### config.mk
export PLATFORM = sky130hd
export DESIGN_NAME = mem_port_arbiter
export DESIGN_NICKNAME = d
export VERILOG_FILES = /design/src/rtl/rv32i_types.sv /design/src/rtl/arb_pick.sv /design/src/rtl/mem_port_arbiter.sv
export SDC_FILE = /design/constraint.sdc
export NUM_CORES = 1
export LEC_CHECK = 0
export ABC_AREA = 1
export BUFFER_PORTS_ARGS = -buffer_cell sky130_fd_sc_hd__clkbuf_2
export CORE_AREA = 2 2 106 108
export DETAILED_ROUTE_END_ITERATION = 10
export DIE_AREA = 0 0 108 110
export PLACE_DENSITY_LB_ADDON = 0.2
export RECOVER_POWER = 25
export SYNTH_ARGS = -nofsm -noshare
export SYNTH_HDL_FRONTEND = slang
export SYNTH_SLANG_ARGS = --single-unit
### constraint.sdc
create_clock -name clk -period 1.63 [get_ports clk]
set_input_delay 0.0815 -clock clk [delete_from_list [all_inputs] [get_ports clk]]
set_output_delay 0.0815 -clock clk [all_outputs]
set_load 0.05 [all_outputs]
### src/rtl/rv32i_types.sv
// Shared pipeline types: arbitration state and grant encodings used by the
// memory port arbiter and its tie-break helper.
package rv32i_types;

   typedef enum logic [1:0] {
      IDLE   = 2'd0,
      I_BUSY = 2'd1,
      D_BUSY = 2'd2
   } arb_state_t;

   typedef enum logic {
      GRANT_I = 1'b0,
      GRANT_D = 1'b1
   } arb_grant_t;

endpackage

### src/rtl/arb_pick.sv
// Combinational tie-break between the fetch (I) and load/store (D) initiators.
// Round-robin against last_grant when RR_TIE=1, otherwise D always wins ties.
module arb_pick
   import rv32i_types::*;
#(
   parameter bit RR_TIE = 1'b1
) (
   input  logic       i_req,
   input  logic       d_req,
   input  arb_grant_t last_grant,
   output logic       grant_valid,
   output arb_grant_t grant
);

   // NOTE: every output gets a default first so no path leaves it unassigned (no latch).
   always_comb begin
      grant_valid = i_req | d_req;
      grant       = GRANT_D;
      if (i_req && !d_req) begin
         grant = GRANT_I;
      end else if (i_req && d_req && RR_TIE && (last_grant == GRANT_D)) begin
         grant = GRANT_I;
      end
   end

endmodule

### src/rtl/mem_port_arbiter.sv
// Serialises the I-side and D-side memory initiators onto one downstream
// read/write/resp port; one transaction in flight, one IDLE cycle between grants.
module mem_port_arbiter
   import rv32i_types::*;
#(
   parameter int unsigned ADDR_W = 32,
   parameter int unsigned DATA_W = 32,
   parameter bit          RR_TIE = 1'b1
) (
   input  logic                  clk,
   input  logic                  rst,
   input  logic                  inst_mem_read,
   input  logic [ADDR_W-1:0]     inst_mem_addr,
   output logic [DATA_W-1:0]     inst_mem_rdata,
   output logic                  inst_mem_resp,
   input  logic                  data_mem_read,
   input  logic                  data_mem_write,
   input  logic [ADDR_W-1:0]     data_mem_addr,
   input  logic [DATA_W-1:0]     data_mem_wdata,
   input  logic [DATA_W/8-1:0]   data_mem_mbe,
   output logic [DATA_W-1:0]     data_mem_rdata,
   output logic                  data_mem_resp,
   output logic                  mem_read,
   output logic                  mem_write,
   output logic [ADDR_W-1:0]     mem_addr,
   output logic [DATA_W-1:0]     mem_wdata,
   output logic [DATA_W/8-1:0]   mem_mbe,
   input  logic [DATA_W-1:0]     mem_rdata,
   input  logic                  mem_resp
);

   arb_state_t state, state_next;
   arb_grant_t last_grant;
   arb_grant_t grant;
   logic       grant_valid;
   logic       op_write;
   logic       d_req;

   assign d_req = data_mem_read | data_mem_write;

   arb_pick #(
      .RR_TIE(RR_TIE)
   ) u_pick (
      .i_req      (inst_mem_read),
      .d_req      (d_req),
      .last_grant (last_grant),
      .grant_valid(grant_valid),
      .grant      (grant)
   );

   // Downstream request comes from state, so an async reset drops it at once.
   always_comb begin
      state_next     = state;
      mem_read       = 1'b0;
      mem_write      = 1'b0;
      inst_mem_resp  = 1'b0;
      data_mem_resp  = 1'b0;
      inst_mem_rdata = '0;
      data_mem_rdata = '0;
      unique case (state)
         IDLE: begin
            if (grant_valid) begin
               state_next = (grant == GRANT_D) ? D_BUSY : I_BUSY;
            end
         end
         I_BUSY: begin
            mem_read  = ~op_write;
            mem_write = op_write;
            if (mem_resp) begin
               inst_mem_resp  = 1'b1;
               inst_mem_rdata = mem_rdata;
               state_next     = IDLE;
            end
         end
         D_BUSY: begin
            mem_read  = ~op_write;
            mem_write = op_write;
            if (mem_resp) begin
               data_mem_resp  = 1'b1;
               data_mem_rdata = mem_rdata;
               state_next     = IDLE;
            end
         end
         default: state_next = IDLE;
      endcase
   end

   // NOTE: sequential state uses non-blocking assignments so every register samples pre-edge values.
   always_ff @(posedge clk or negedge rst) begin
      if (!rst) begin
         state      <= IDLE;
         last_grant <= GRANT_I;
         op_write   <= 1'b0;
         mem_addr   <= '0;
         mem_wdata  <= '0;
         mem_mbe    <= '0;
      end else begin
         state <= state_next;
         if ((state == IDLE) && grant_valid) begin
            last_grant <= grant;
            if (grant == GRANT_D) begin
               // Write wins when both D-side strobes are (illegally) high.
               op_write  <= data_mem_write;
               mem_addr  <= data_mem_addr;
               mem_wdata <= data_mem_wdata;
               mem_mbe   <= data_mem_mbe;
            end else begin
               op_write  <= 1'b0;
               mem_addr  <= inst_mem_addr;
               mem_wdata <= '0;
               mem_mbe   <= '0;
            end
         end
      end
   end

   a_d_rw_exclusive: assert property (@(posedge clk) disable iff (!rst)
      !(data_mem_read && data_mem_write))
      else $warning("data_mem_read and data_mem_write both high; write takes precedence");

   a_no_resp_idle: assert property (@(posedge clk) disable iff (!rst)
      !((state == IDLE) && mem_resp))
      else $warning("mem_resp seen while idle; ignored");

endmodule
==> metrics.csv, run 1 <==
stage,metric,value,unit
grt,grt_pass1_vias,4500,
sta,drv_slew,0,
yosys,synthMuxAreaShare,0,
worst_setup_path,crit_arrival,1.64,ns
yosys,syn_inst,570,
yosys,yosys.area_share.simple,0.3689,
power_and_ir_drop,seq_power_share,0.225,
yosys,yosys_register_bits,72,
power_and_ir_drop,switchingPower,8.185,mW
sta,worst_pin_slew,0.7551,ns
grt,grt_max_degree,45,
worst_setup_path,critical_path_required,1.55,ns
layout,multi_input_area,2043,sq um
floorplanning,die_x,108,um
sta,setup_viol,60,
placement,dpl.hpwl,10.17,mm
sta,slew-limit-headroom,0.4966,
yosys,yosysSeqAreaShare,0.4599,
sta,setup_slack,-0.08732,ns
placement,port_buffers,273,
yosys,syn_area_per_cell,6.873,sq um
cts,cts_max_path_buffers,2,
power_and_ir_drop,power_density,1923,nW/um^2
drt,wl_per_cell,17.69,um
layout,area_growth,89.08,%
layout,design_area,7407,sq um
drt,wl,18.07,mm
drt,vias,5033,
floorplanning,row_count,38,
grt,met3_usage,0.04586,
layout,drive_gt1_frac,0.4391,
worst_setup_path,cp-start-kind,register,
worst_setup_path,endpoint_kind,output port,
worst_setup_path,critPathMaxStageDelay,0.45,ns
layout,fin_nets,1016,
worst_setup_path,critPathBufInv,3,
floorplanning,die_y,110,um
run_status,outcome,finished with violations,
floorplanning,start_util,0.3662,
sta,finClkSkew,0.01495,ns
power_and_ir_drop,p_int,6.055,mW
yosys,netlist-cell-type-count,16,
sta,period_needed,1.717,ns
layout,post-route-util,0.6924,
drt,drc_errors,0,
cts,clock-root-buffer,clkbuf_8,
floorplanning,dieArea,11880,sq um
layout,regArea,1803,sq um
grt,grtUsageTotal,0.2349,
power_and_ir_drop,combPwrFrac,0.684,
yosys,syn-num-nets,711,
job,drv_cap,0,
yosys,synth_adder_area_share,0.009582,
layout,fill_cells,765,
worst_setup_path,crit_slowest_cell,dfrtp_1,
floorplanning,core_area,10700,sq um
grt,antenna_found_initial,2,
power_and_ir_drop,p_clk_frac,0.091,
cts,cts_tree,built,
cts,h-tree-depth,3,
power_and_ir_drop,peakVddDrop,1.042,mV
floorplanning,io_pins,274,
grt,grt_pass1_wl,21.60,mm
worst_setup_path,crit_chain,inv_2 -> ha_4 -> nand2_4 -> clkbuf_16 -> nor2_4 -> buf_12,
sta,fmax,582.3,MHz
worst_setup_path,cp_max_fo,8,
drt,viasPerCell,4.929,
grt,met1_usage,0.2407,
drt,drt.antenna.violating_nets,0,
yosys,synth_top_family_by_area,simple AND/OR/NAND/NOR gates,
placement,gp_congestion,0.8616,
yosys,synth-compound-area-share,0.007027,
drt,drtPass1Iterations,6,
run_status,violations,negative setup slack,
power_and_ir_drop,finalPower,14.24,mW
power_and_ir_drop,leakage,4.178,nW
cts,cts.sinks,72,
grt,grt_overflow,0,
worst_setup_path,crit_family,buffers and inverters,
yosys,yosysWarningCount,0,
cts,clk_latency,0.34,ns
sta,rsz0062_at_grt,true,
grt,grt-busiest-layer,met2,
placement,placed_cell_area,5669,sq um
sta,final.period_utilization,1.054,
worst_hold_path,hold_path_class,primary input to register,
yosys,synth_xor_area_frac,0,
power_and_ir_drop,sw_frac_of_total,0.5748,
grt,grt_util_met2,0.4376,
drt,first_iter_violations,364,
sta,timing_hold_violations_final,0,
cts,cts_buffers,9,
yosys,synth_area,3918,sq um
worst_setup_path,critPathKind,register to output port,
cts,clk_pin_slew,0.07,ns
## per-stage QoR
stage	setup slack (ns)	hold slack (ns)	instances	setup TNS, ns
after floorplan	-0.002039	-0.2141	570	-0.05811
after global placement	0.2243	0.03543	960	0
after detailed placement	0.1776	0.04260	960	0
after CTS	-0.02715	0.01654	1012	-0.3174
after global routing	-0.1403	0.04163	1021	-5.673
final	-0.08732	0.03358	1021	-2.313
## flip-flops by register name, indices dropped and copies added, names as in the netlist
| name | cells |
|---|---|
| last_grant | 1 |
| op_write | 1 |
| state | 2 |
| mem_wdata | 32 |
| mem_addr | 32 |
| mem_mbe | 4 |
## layout by cell type (no fill, tap or decap), drive strengths merged
master	synthesis	layout
diode	0	2
nand2	180	180
clkinv	0	3
ha	3	3
buf	17	81
nor2	66	66
clkinvlp	0	1
dfrtp	72	72
o21ai	3	3
inv	106	106
dlygate4sd3	0	37
clkbuf	18	222
a21oi	1	1
nand3	103	103
or2	1	1
## what timing repair did
action | CTS | global route
endpoints found under the setup margin | 67 | 68
cloned | 0 | 6
hold buffers | 37 | 0
pin swaps | 0 | 2
resized for setup | 132 | 171
hold endpoints to repair | 64 | 0
buffers inserted | 0 | 1
## metal layers
layer  up-vias  wire [um]
met5         -          0
met2       335       8923
met1      2295       6049
met4         0       1372
met3       104       1720
li1       2299          -
## cell families (layout without fill, tap and decap cells)
family,Yosys count,in the layout
compound gates,4,4
fa+ha+maj,3,3
buf+inv,141,450
flops,72,72
other cells,0,2
simple gates,350,350
## power by group through the flow
stage,Clock [mW],Combinational (mW),Sequential (mW)
after floorplan,0,3.46,5.86
after global placement,0,8.25,3.17
after detailed placement,0,8.40,3.16
after CTS,1.32,8.84,3.16
after global routing,1.42,10.3,3.30
final,1.29,9.75,3.20
## worst paths after layout
kind / start / end / slack [ns] / cells after the start
min reg2reg: mem_addr[0] / mem_addr[0] / 0.48 / 2
max reg2reg: state[1] / mem_wdata[22] / 0.06 / 8
min in group asynchronous: rst / mem_wdata[21] / 0.37 / 2
max in group asynchronous: rst / mem_addr[3] / 0.20 / 3
max: state[1] / inst_mem_rdata[26] / -0.09 / 6
min: data_mem_addr[26] / mem_addr[26] / 0.03 / 5
## synth_stat cells
cell type	instances	area [sq um]
clkbuf_1	18	67.56
buf_6	8	90.09
buf_4	2	15.01
a21oi_2	1	8.760
nor2_1	66	247.7
buf_2	7	35.03
inv_1	104	390.4
o21ai_2	1	8.760
nand3_1	103	515.5
or2_2	1	6.260
nand2_1	180	675.7
dfrtp_1	72	1802
inv_2	2	7.510
o21ai_0	1	5.000
ha_1	3	37.54
o21ai_1	1	5.000
## worst register-to-register path, cell delays in order, from the launching register on
cell and delay [ns]:
dfrtp_1 0.45, inv_2 0.11, ha_1 0.17, inv_1 0.07, a21oi_4 0.21, inv_2 0.10, buf_12 0.18, nand2_1 0.10
nand2_1 0.07
## final cells by class
class,instances,share of cell area
diodes,2,0.0006757
clock buffers,11,0.02044
clock inverters,4,0.004054
inverters,106,0.05372
multi-input cells,357,0.2758
flip-flops and latches,72,0.2434
well taps,140,0.02365
repair buffers,329,0.3782
(Power assumes the default switching activity.)
==> run 2: changes to the inputs <==
--- a/config.mk
+++ b/config.mk
@@ -7,10 +7,10 @@
 export LEC_CHECK = 0
 export ABC_AREA = 1
 export BUFFER_PORTS_ARGS = -buffer_cell sky130_fd_sc_hd__clkbuf_2
-export CORE_AREA = 2 2 106 108
+export CORE_ASPECT_RATIO = 0.75
+export CORE_UTILIZATION = 30
 export DETAILED_ROUTE_END_ITERATION = 10
-export DIE_AREA = 0 0 108 110
-export PLACE_DENSITY_LB_ADDON = 0.2
+export PLACE_DENSITY = 0.58
 export RECOVER_POWER = 25
 export SYNTH_ARGS = -nofsm -noshare
 export SYNTH_HDL_FRONTEND = slang
==> metrics.csv, run 2 (synthesis gave the netlist of run 1 again) <==
stage,metric,value,unit,change
worst_setup_path,crit_family,buffers and inverters,,
sta,fin_tns_setup,-0.1318,ns,+2.181 ns
power_and_ir_drop,switchingPower,7.797,mW,-4.7%
cts,cts_max_path_buffers,2,,unchanged
sta,period_needed,1.688,ns,-0.02958 ns
job,drv_cap,0,,unchanged
power_and_ir_drop,p_clk_frac,0.144,,+0.053
placement,port_buffers,273,,unchanged
run_status,violations,negative setup slack,,
worst_hold_path,min_to,op_write,,
layout,design_area,7019,sq um,-5.2%
grt,grt_pass1_vias,4251,,-5.5%
sta,setup_slack,-0.05774,ns,+0.02958 ns
floorplanning,dieArea,13520,sq um,+14%
cts,cts.sinks,72,,unchanged
worst_setup_path,cp-start-kind,register,,
worst_setup_path,critical_path_required,1.55,ns,about the same
power_and_ir_drop,finalPower,14.20,mW,-0.31%
worst_setup_path,rr_worst_depth,7,,-1
worst_setup_path,endpoint_kind,output port,,
floorplanning,io_pins,274,,unchanged
layout,drive_gt1_frac,0.4278,,-0.01138
cts,clk_pin_slew,0.05,ns,-0.02 ns
grt,grt_max_degree,73,,+62%
grt,grt_pass1_wl,21.08,mm,-2.4%
cts,cts_tree,built,,
placement,place_ws,0.1401,ns,-0.03751 ns
floorplanning,die_x,134.0,um,+24%
placement,dpl.hpwl,9.559,mm,-6.0%
power_and_ir_drop,sw_frac_of_total,0.5492,,-0.02557
sta,finClkSkew,0.005032,ns,-0.009920 ns
power_and_ir_drop,peakVddDrop,1.231,mV,+18%
cts,clock-root-buffer,clkbuf_16,,
worst_hold_path,hold_start,data_mem_write,,
worst_setup_path,critPathMaxStageDelay,0.41,ns,-0.04 ns
placement,gp_congestion,0.7836,,-9.1%
worst_setup_path,crit_slowest_cell,dfrtp_1,,
worst_setup_path,crit_arrival,1.61,ns,-0.03 ns
sta,timing_hold_violations_final,0,,unchanged
drt,first_iter_violations,172,,-53%
layout,top_regs,"mem_addr (32), mem_wdata (32), mem_mbe (4)",,
drt,vias,4585,,-8.9%
power_and_ir_drop,combPwrFrac,0.633,,-0.051
power_and_ir_drop,power_density,2022,nW/um^2,+5.2%
power_and_ir_drop,p_int,6.399,mW,+5.7%
floorplanning,die_y,101.0,um,-8.2%
cts,h-tree-depth,3,,unchanged
drt,viasPerCell,4.388,,-11%
power_and_ir_drop,seq_power_share,0.223,,-0.002
layout,area_growth,79.18,%,
cts,clk_latency,0.32,ns,-0.02 ns
layout,diodes,0,,-2
worst_setup_path,rr_startpoint,state[1],,
worst_hold_path,hold_path_class,primary input to register,,
floorplanning,start_util,0.3128,,-0.05341
drt,wl_per_cell,14.15,um,-20%
layout,final_cell_mix,"205 x clkbuf_2, 177 x nand2_1, 103 x nand3_1, 102 x inv_1, 72 x dfrtp_1",,
floorplanning,core_area,12520,sq um,+17%
sta,setup_viol,7,,-88%
drt,drc_errors,0,,unchanged
power_and_ir_drop,leakage,4.143,nW,-0.84%
sta,slew-limit-headroom,0.3366,,-0.1600
drt,drtPass1Iterations,4,,-2
grt,grt_overflow,0,,unchanged
layout,mostFrequentLayoutCell,clkbuf_2,,
placement,placed_cell_area,5552,sq um,-2.1%
grt,antenna_found_initial,0,,-2
worst_setup_path,critPathBufInv,3,,unchanged
worst_setup_path,critPathKind,register to output port,,
worst_setup_path,worstReg2RegEnd,state[0],,
sta,drv_slew,0,,unchanged
grt,grtUsageTotal,0.2006,,-0.03428
sta,fmax,592.5,MHz,+1.8%
floorplanning,row_count,35,,-7.9%
worst_hold_path,hold_path_depth,3,,-2
worst_setup_path,cp_max_fo,8,,unchanged
worst_setup_path,reg2reg_slack,0.14,ns,+0.08 ns
layout,fin_nets,1015,,-0.098%
worst_setup_path,crit_chain,inv_2 -> ha_2 -> nand2_4 -> clkbuf_16 -> nor2_1 -> clkbuf_8,,
sta,final.period_utilization,1.035,,-0.01815
sta,rsz0062_at_grt,true,,
drt,drt.antenna.violating_nets,0,,unchanged
drt,wl,14.79,mm,-18%
run_status,outcome,finished with violations,,
cts,cts_buffers,9,,unchanged
sta,worst_pin_slew,0.9952,ns,+0.2401 ns
[run 2: changes by cell type in the layout (fill, tap and decap cells not counted), sizes merged]
cell and delta:
bufinv +1, clkinv -1, clkbuf +6, diode -2
buf -6
[run 2: worst register-to-register path: stages (launching register included)]
cell and delay [ns]:
dfrtp_1 0.41, inv_2 0.08, ha_1 0.18, inv_1 0.08, a21oi_4 0.19, buf_4 0.28
nand2_1 0.08, o21ai_1 0.12
[run 2: layout make-up]
class / count / area, sq um
fillers: 1154 / 5505
repair buffers: 328 / 2541
flip-flops and latches: 72 / 1802
multi-input cells: 357 / 1753
inverters: 106 / 397.9
clock buffers: 12 / 266.5
well taps: 166 / 207.7
clock inverters: 4 / 51.30
[run 2: timing repair]
| item | in CTS | in global routing |
|---|---|---|
| hold buffers | 37 | 0 |
| gates resized for setup | 97 | 156 |
| endpoints found under the setup margin | 65 | 67 |
| buffers inserted | 0 | 2 |
| gates cloned | 0 | 4 |
| hold endpoints to repair | 108 | 0 |
[run 2: worst max path at each step]
stage,from,cells after the start,to
2_1_floorplan,state[0],5,data_mem_rdata[16]
3_3_place_gp,state[1],7,state[0]
3_5_place_dp,state[0],7,state[0]
4_1_cts,state[1],6,inst_mem_rdata[28]
5_1_grt,state[1],6,inst_mem_rdata[3]
6_report,state[1],6,inst_mem_rdata[3]
[run 2: power groups by stage]
stage	registers, mW	clock network, mW	logic [mW]
3_5_place_dp	3.16	0	8.26
3_3_place_gp	3.20	0	8.18
4_1_cts	3.16	2.11	8.54
5_1_grt	3.26	2.19	9.57
2_1_floorplan	5.86	0	3.46
6_report	3.17	2.04	8.98
[run 2: per-stage QoR]
stage	util	std cells	hold WS, ns
2_1_floorplan	-	570	-0.2141
3_3_place_gp	0.4433	986	0.1305
3_5_place_dp	0.4433	986	0.1282
4_1_cts	0.5266	1039	0.01786
5_1_grt	0.5604	1045	0.02738
6_report	0.5604	1045	0.03794
[run 2: layer usage]
layer,routed length [um],global-route usage
met5,0,0
met4,381,0.06294
met3,1191,0.06637
met2,7426,0.3555
met1,5786,0.2289
